[src/rtl/bsg_profiler_scanner_pkg.sv]
// Shared types for the profiler counter scanner and its epoch timer.
// Trigger sources are encoded one bit per source so they can be OR-reduced.
package bsg_profiler_scanner_pkg;

   typedef enum logic {
      eIdle = 1'b0,
      eScan = 1'b1
   } state_e;

   // Wide enough for any practical configuration; consumers slice as needed.
   localparam int rec_id_w_lp   = 16;
   localparam int rec_data_w_lp = 64;

   typedef struct packed {
      logic                     last;
      logic [rec_id_w_lp-1:0]   id;
      logic [rec_data_w_lp-1:0] data;
   } record_s;

   typedef logic [1:0] trig_src_t;

   localparam trig_src_t trig_none_lp  = 2'b00;
   localparam trig_src_t trig_epoch_lp = 2'b01;
   localparam trig_src_t trig_dump_lp  = 2'b10;

   function automatic logic is_trig(input trig_src_t src);
      return src != trig_none_lp;
   endfunction

endpackage

[src/rtl/bsg_profiler_epoch_timer.sv]
// Epoch timer: counts enabled cycles and pulses expiry_o on the last one.
// epoch_cycles_p == 0 removes the timer entirely (manual dumps only).
module bsg_profiler_epoch_timer
   import bsg_profiler_scanner_pkg::*;
#(
   parameter int epoch_cycles_p = 1000
)
(
   input  logic clk_i,
   input  logic reset_i,
   input  logic en_i,
   output logic expiry_o
);

   if (epoch_cycles_p == 0) begin : g_off
      logic unused_inputs;
      assign unused_inputs = ^{clk_i, reset_i, en_i};
      assign expiry_o = 1'b0;
   end else begin : g_on
      localparam int tw_lp =
         (epoch_cycles_p > 1) ? $clog2(epoch_cycles_p) : 1;
      localparam logic [tw_lp-1:0] last_lp =
         tw_lp'(epoch_cycles_p - 1);

      logic [tw_lp-1:0] timer_q;
      logic [tw_lp-1:0] timer_d;

      assign expiry_o = en_i & (timer_q == last_lp);

      // Timer freezes while profiling is disabled.
      always_comb begin
         timer_d = timer_q;
         if (expiry_o)
            timer_d = '0;
         else if (en_i)
            timer_d = timer_q + 1'b1;
      end

      always_ff @(posedge clk_i) begin
         if (reset_i)
            timer_q <= '0;
         else
            timer_q <= timer_d;
      end
   end

endmodule

[src/rtl/bsg_profiler_counter_scanner.sv]
// Profiling controller: event counters, epoch snapshots, word-serial dump.
// Define BSG_PROFILER_SCANNER_SATURATE_EN to make counters saturate.
module bsg_profiler_counter_scanner
   import bsg_profiler_scanner_pkg::*;
#(
   parameter int els_p          = 32,
   parameter int width_p        = 32,
   parameter int epoch_cycles_p = 1000,
   parameter int lg_els_lp      = (els_p > 1) ? $clog2(els_p) : 1
)
(
   input  logic                 clk_i,
   input  logic                 reset_i,
   input  logic                 en_i,
   input  logic [els_p-1:0]     countme_i,
   input  logic                 dump_req_i,
   output logic                 v_o,
   output logic [width_p-1:0]   data_o,
   output logic [lg_els_lp-1:0] id_o,
   output logic                 last_o,
   input  logic                 yumi_i,
   output logic                 busy_o,
   output logic                 overrun_o
);

   localparam logic [lg_els_lp-1:0] last_idx_lp =
      lg_els_lp'(els_p - 1);

   logic                 expiry;
   trig_src_t            trig_src;
   logic                 trigger;
   logic                 last_word;
   logic                 handoff;
   logic                 capture;
   logic                 drop;

   state_e               state_q;
   logic [lg_els_lp-1:0] idx_q;
   logic                 overrun_q;

   logic [width_p-1:0]   cnt_q  [els_p];
   logic [width_p-1:0]   cnt_d  [els_p];
   logic [width_p-1:0]   snap_q [els_p];

   bsg_profiler_epoch_timer #(
      .epoch_cycles_p(epoch_cycles_p)
   ) timer (
      .clk_i   (clk_i),
      .reset_i (reset_i),
      .en_i    (en_i),
      .expiry_o(expiry)
   );

   assign trig_src  = {dump_req_i, expiry};
   assign trigger   = is_trig(trig_src);
   assign last_word = (idx_q == last_idx_lp);

   // A trigger landing on the final handshake starts the next scan directly.
   assign handoff = (state_q == eScan) & yumi_i & last_word;
   assign capture = trigger & ((state_q == eIdle) | handoff);
   assign drop    = trigger & (state_q == eScan) & ~handoff;

   function automatic logic [width_p-1:0] bump(
      input logic [width_p-1:0] c
   );
`ifdef BSG_PROFILER_SCANNER_SATURATE_EN
      return (&c) ? c : c + 1'b1;
`else
      return c + 1'b1;
`endif
   endfunction

   // The capture-cycle event is credited to the new epoch.
   always_comb begin
      cnt_d = cnt_q;
      for (int i = 0; i < els_p; i++) begin
         if (capture) begin
            cnt_d[i]    = '0;
            cnt_d[i][0] = en_i & countme_i[i];
         end else if (en_i & countme_i[i]) begin
            cnt_d[i] = bump(cnt_q[i]);
         end
      end
   end

   always_ff @(posedge clk_i) begin
      if (reset_i) begin
         for (int i = 0; i < els_p; i++) begin
            cnt_q[i]  <= '0;
            snap_q[i] <= '0;
         end
      end else begin
         for (int i = 0; i < els_p; i++) begin
            cnt_q[i] <= cnt_d[i];
            if (capture)
               snap_q[i] <= cnt_q[i];
         end
      end
   end

   always_ff @(posedge clk_i) begin
      if (reset_i) begin
         state_q   <= eIdle;
         idx_q     <= '0;
         overrun_q <= 1'b0;
      end else begin
         if (drop)
            overrun_q <= 1'b1;
         unique case (state_q)
            eIdle: begin
               if (capture) begin
                  state_q <= eScan;
                  idx_q   <= '0;
               end
            end
            eScan: begin
               if (capture) begin
                  idx_q <= '0;
               end else if (yumi_i) begin
                  if (last_word) begin
                     state_q <= eIdle;
                     idx_q   <= '0;
                  end else begin
                     idx_q <= idx_q + 1'b1;
                  end
               end
            end
            default: begin
               state_q <= eIdle;
               idx_q   <= '0;
            end
         endcase
      end
   end

   assign v_o       = (state_q == eScan);
   assign busy_o    = (state_q == eScan);
   assign data_o    = snap_q[idx_q];
   assign id_o      = idx_q;
   assign last_o    = last_word;
   assign overrun_o = overrun_q;

`ifndef SYNTHESIS
   yumi_only_when_valid: assert property (
      @(posedge clk_i) disable iff (reset_i) yumi_i |-> v_o
   );
`endif

endmodule

[config.mk]
export PLATFORM = sky130hd
export DESIGN_NAME = bsg_profiler_counter_scanner
export DESIGN_NICKNAME = d
export VERILOG_FILES = /design/src/rtl/bsg_profiler_scanner_pkg.sv /design/src/rtl/bsg_profiler_epoch_timer.sv /design/src/rtl/bsg_profiler_counter_scanner.sv
export SDC_FILE = /design/constraint.sdc
export NUM_CORES = 2
export LEC_CHECK = 0
export ABC_AREA = 1
export BUFFER_PORTS_ARGS = -buffer_cell sky130_fd_sc_hd__buf_2
export CAP_MARGIN = 0
export CORE_ASPECT_RATIO = 1.4
export CORE_UTILIZATION = 64
export CTS_CLUSTER_SIZE = 25
export DETAILED_ROUTE_END_ITERATION = 7
export PLACE_DENSITY = 0.86
export SYNTH_ARGS = -nofsm -noshare
export SYNTH_HDL_FRONTEND = slang
export SYNTH_SLANG_ARGS = --single-unit
[constraint.sdc]
create_clock -name clk_i -period 20.8 [get_ports clk_i]
set_input_delay 5.2 -clock clk_i [delete_from_list [all_inputs] [get_ports clk_i]]
set_output_delay 5.2 -clock clk_i [all_outputs]
set_load 0.1 [all_outputs]
==> impl_metrics.tcl <==
set metrics [dict create \
    wl_um 292700 \
    power_w 0.008698 \
    hold_viol 0 \
    tightest_slew_ns 1.243 \
    yosys_register_bits 2070 \
    grt_pass1_vias 84800 \
    synthCells 13380 \
    fin_crit_sh_pct 51.14 \
    portBuffers 77 \
    grt_usage_pct 36.18 \
    maxCapViolCount 0 \
    holdPathStages 2 \
    vias 89660 \
    final_cell_mix "nand2_1, nor2_1, inv_1" \
    cts_setup_buffers 0 \
    arrival_ns 5.44 \
    status "finished clean" \
    clock_latency_ns 0.88 \
    grt_pass1_wl_um 449600 \
    die_h_um 471.9 \
    endpoint "data_o[30]" \
    dieArea_mm2 0.1593 \
    reg2reg_depth 14 \
    clock_path_buffers 3 \
    holdCritPathClass "flip-flop to flip-flop" \
    yosysWarnings 0 \
    grt_max_degree 218 \
    rrSetupSlack_ns 14.71 \
    final_common_cell "nand2_1" \
    wl_per_cell_um 18.88 \
    yosysTopAreaCellShare_pct 30.47 \
    synth_edf_count 1024 \
    synth_cell_types 44 \
    synth_top_area_cell "edfxtp_1" \
    ctsHoldBuffers 0 \
    cp_top_family "buffers and inverters" \
    critPathKind "flip-flop to output port" \
    path_clk_slew_ns 0.06 \
    first_pass_iters 8 \
    ys_async_sr_fraction_pct 0 \
    ctsHtreeMaxLevel 4 \
    clock_skew_ns 0.03001 \
    area_delta_synth_final_pct 7.756 \
    via_per_inst 5.784 \
    die_w_um 337.6 \
    yosys-top-cells-area "edfxtp_1, dfxtp_1, nand2_1" \
    gp_congestion 1.034 \
    reg2reg_from "id_o[0]" \
    start_kind "flip-flop" \
    syn-cell-area_mm2 0.1009 \
    ios 78 \
    fmax_mhz 94.02 \
    path_buf_inv 4 \
    start_util_pct 64.42 \
    placed_area_mm2 0.1023 \
    setup_tns_ns 0 \
    fp-row-count 172 \
    nNetsFinal 13310 \
    syn_nets 13450 \
    critPathMaxFanout 188 \
    drc_errors 0 \
    final-max-slew-violation-count 0 \
    cp_slowest_cell "buf_4" \
    power.density_mw_per_mm2 79.98 \
    path_depth 11 \
    reg2reg_to "snap_q[8][21]" \
    seq_area_frac_synth_pct 51.21 \
    synth_area_per_cell_um2 7.544 \
    fin_crit_ns 10.64 \
    vdd_drop_max_uv 64.42 \
    antenna_found_initial 8 \
    place_hpwl_um 204400 \
    cp_cell_sequence "inv_8, buf_4, buf_12, nand2_1, nand3_1, nand3_1, nand2_1, nand2_1, nand3_1, o21a_1, buf_2" \
    rsz0062_at_grt "false" \
    cts_buffers 194 \
    final_antenna_net_count 0 \
    worstPathRequired_ns 15.60 \
    drive_gt1_share_pct 4.504 \
    critPathMaxStageDelay_ns 0.76 \
    post_cts_resized 0 \
    setup_viol 0 \
    core_region_area_mm2 0.1567 \
    endpoint_kind "output port" \
    grt_overflow_total 0 \
    fin_util_pct 69.42 \
    nFillCells 12510 \
    root_buffer "clkbuf_16" \
    drtIter0Drc 10380 \
    final_area_mm2 0.1088 \
    leakagePower_nw 39.76 \
    cts.sinks 2070 \
    worst_hold_slack_ns 0.4779 \
    cts_tree "built" \
    slew_headroom_pct 17.16 \
    ys.flop_type "dfxtp_1" \
]
[area by class of cell]
| class | instances | area [um2] | share of cell area, % |
|---|---|---|---|
| Antenna cell | 5 | 12.51 | 0.01150 |
| Clock buffer | 260 | 5266 | 4.842 |
| Clock inverter | 110 | 1222 | 1.124 |
| Inverter | 1625 | 6127 | 5.634 |
| Multi-Input combinational cell | 9216 | 40950 | 37.65 |
| Sequential cell | 2070 | 51700 | 47.54 |
| Tap cell | 2088 | 2613 | 2.402 |
| Timing Repair Buffer | 128 | 868.3 | 0.7984 |
[worst register-to-register path: stages, from the launching register on]
cell and delay (ns):
dfxtp_1 0.41, ha_1 0.20, nand2_1 0.07, nor2_1 0.10, ha_1 0.17, nor2_1 0.08
inv_2 0.07, nand2_1 0.09, inv_1 0.11, nand2_4 0.14, nand2_8 0.52, buf_4 0.98
buf_4 0.79, buf_4 0.92, buf_4 0.98
[stage by stage]
stage	instances	setup slack (ns)
global route	15500	10.01
finish	15500	10.16
detailed placement	15130	9.922
floorplan	13380	1.964
global placement	15130	9.992
CTS	15500	10.31
[how the worst min path moves through the flow]
stage                                from                    end
floorplan                      cnt_q[852]             cnt_q[852]
global placement    timer.g_on.timer_q[9]  timer.g_on.timer_q[9]
detailed placement             cnt_q[807]             cnt_q[807]
CTS                            cnt_q[807]             cnt_q[807]
global route        timer.g_on.timer_q[9]  timer.g_on.timer_q[9]
finish                         cnt_q[807]             cnt_q[807]
[registers in the layout, summed over array words and instances, names as in the netlist, named ones only]
register / count
overrun_o: 1
busy_o: 1
snap_q: 1024
timer.g_on.timer_q: 10
cnt_q: 1024
id_o: 5
[report_power, final]
part           switching (W)  internal, W  total [W]  leakage [nW]
registers          0.0000525      0.00440    0.00445          19.4
clock network        0.00161      0.00207    0.00368          3.17
logic               0.000471    0.0000982   0.000570          17.2
total                0.00213      0.00657    0.00870          39.8
[layer usage]
layer / vias up / global-route usage, % / routed length, um
li1: 42410 / - / -
met4: 2 / 28.93 / 26240
met5: - / 0.03084 / 20
met1: 41710 / 42.06 / 104600
met2: 4413 / 58.94 / 137000
met3: 1122 / 6.051 / 24850
[cell families after synthesis]
family	count (synthesis)	synth area share, %
multiplexers	1	0.009917
buffers and inverters	2094	8.250
flip-flops	2070	51.21
XOR/XNOR	242	2.100
AND/OR/NAND/NOR	8359	35.02
AO/OA/AOI/OAI	579	2.976
adder cells (fa/ha/maj)	35	0.4339
[Yosys cell counts, types with 3 or more instances]
library cell,number
nand4_1,192
nand2_4,12
nor3_1,422
nand2_2,28
clkbuf_1,189
buf_4,24
nand3_2,7
buf_1,45
nor2_1,2666
ha_1,35
xor2_1,242
nor3b_1,80
a21oi_1,367
edfxtp_1,1024
nor2_4,14
inv_2,24
buf_6,13
nor2_2,57
inv_1,1598
nand3b_1,10
buf_2,196
nor4_1,12
nor3_4,4
o21ai_0,165
and3_1,4
dfxtp_1,1046
a31oi_1,7
nand2_1,3320
and2_1,8
nor3_2,19
o31ai_1,3
o21a_1,34
nand3_1,1497
No activity file was read; power rests on OpenSTA's default activity.
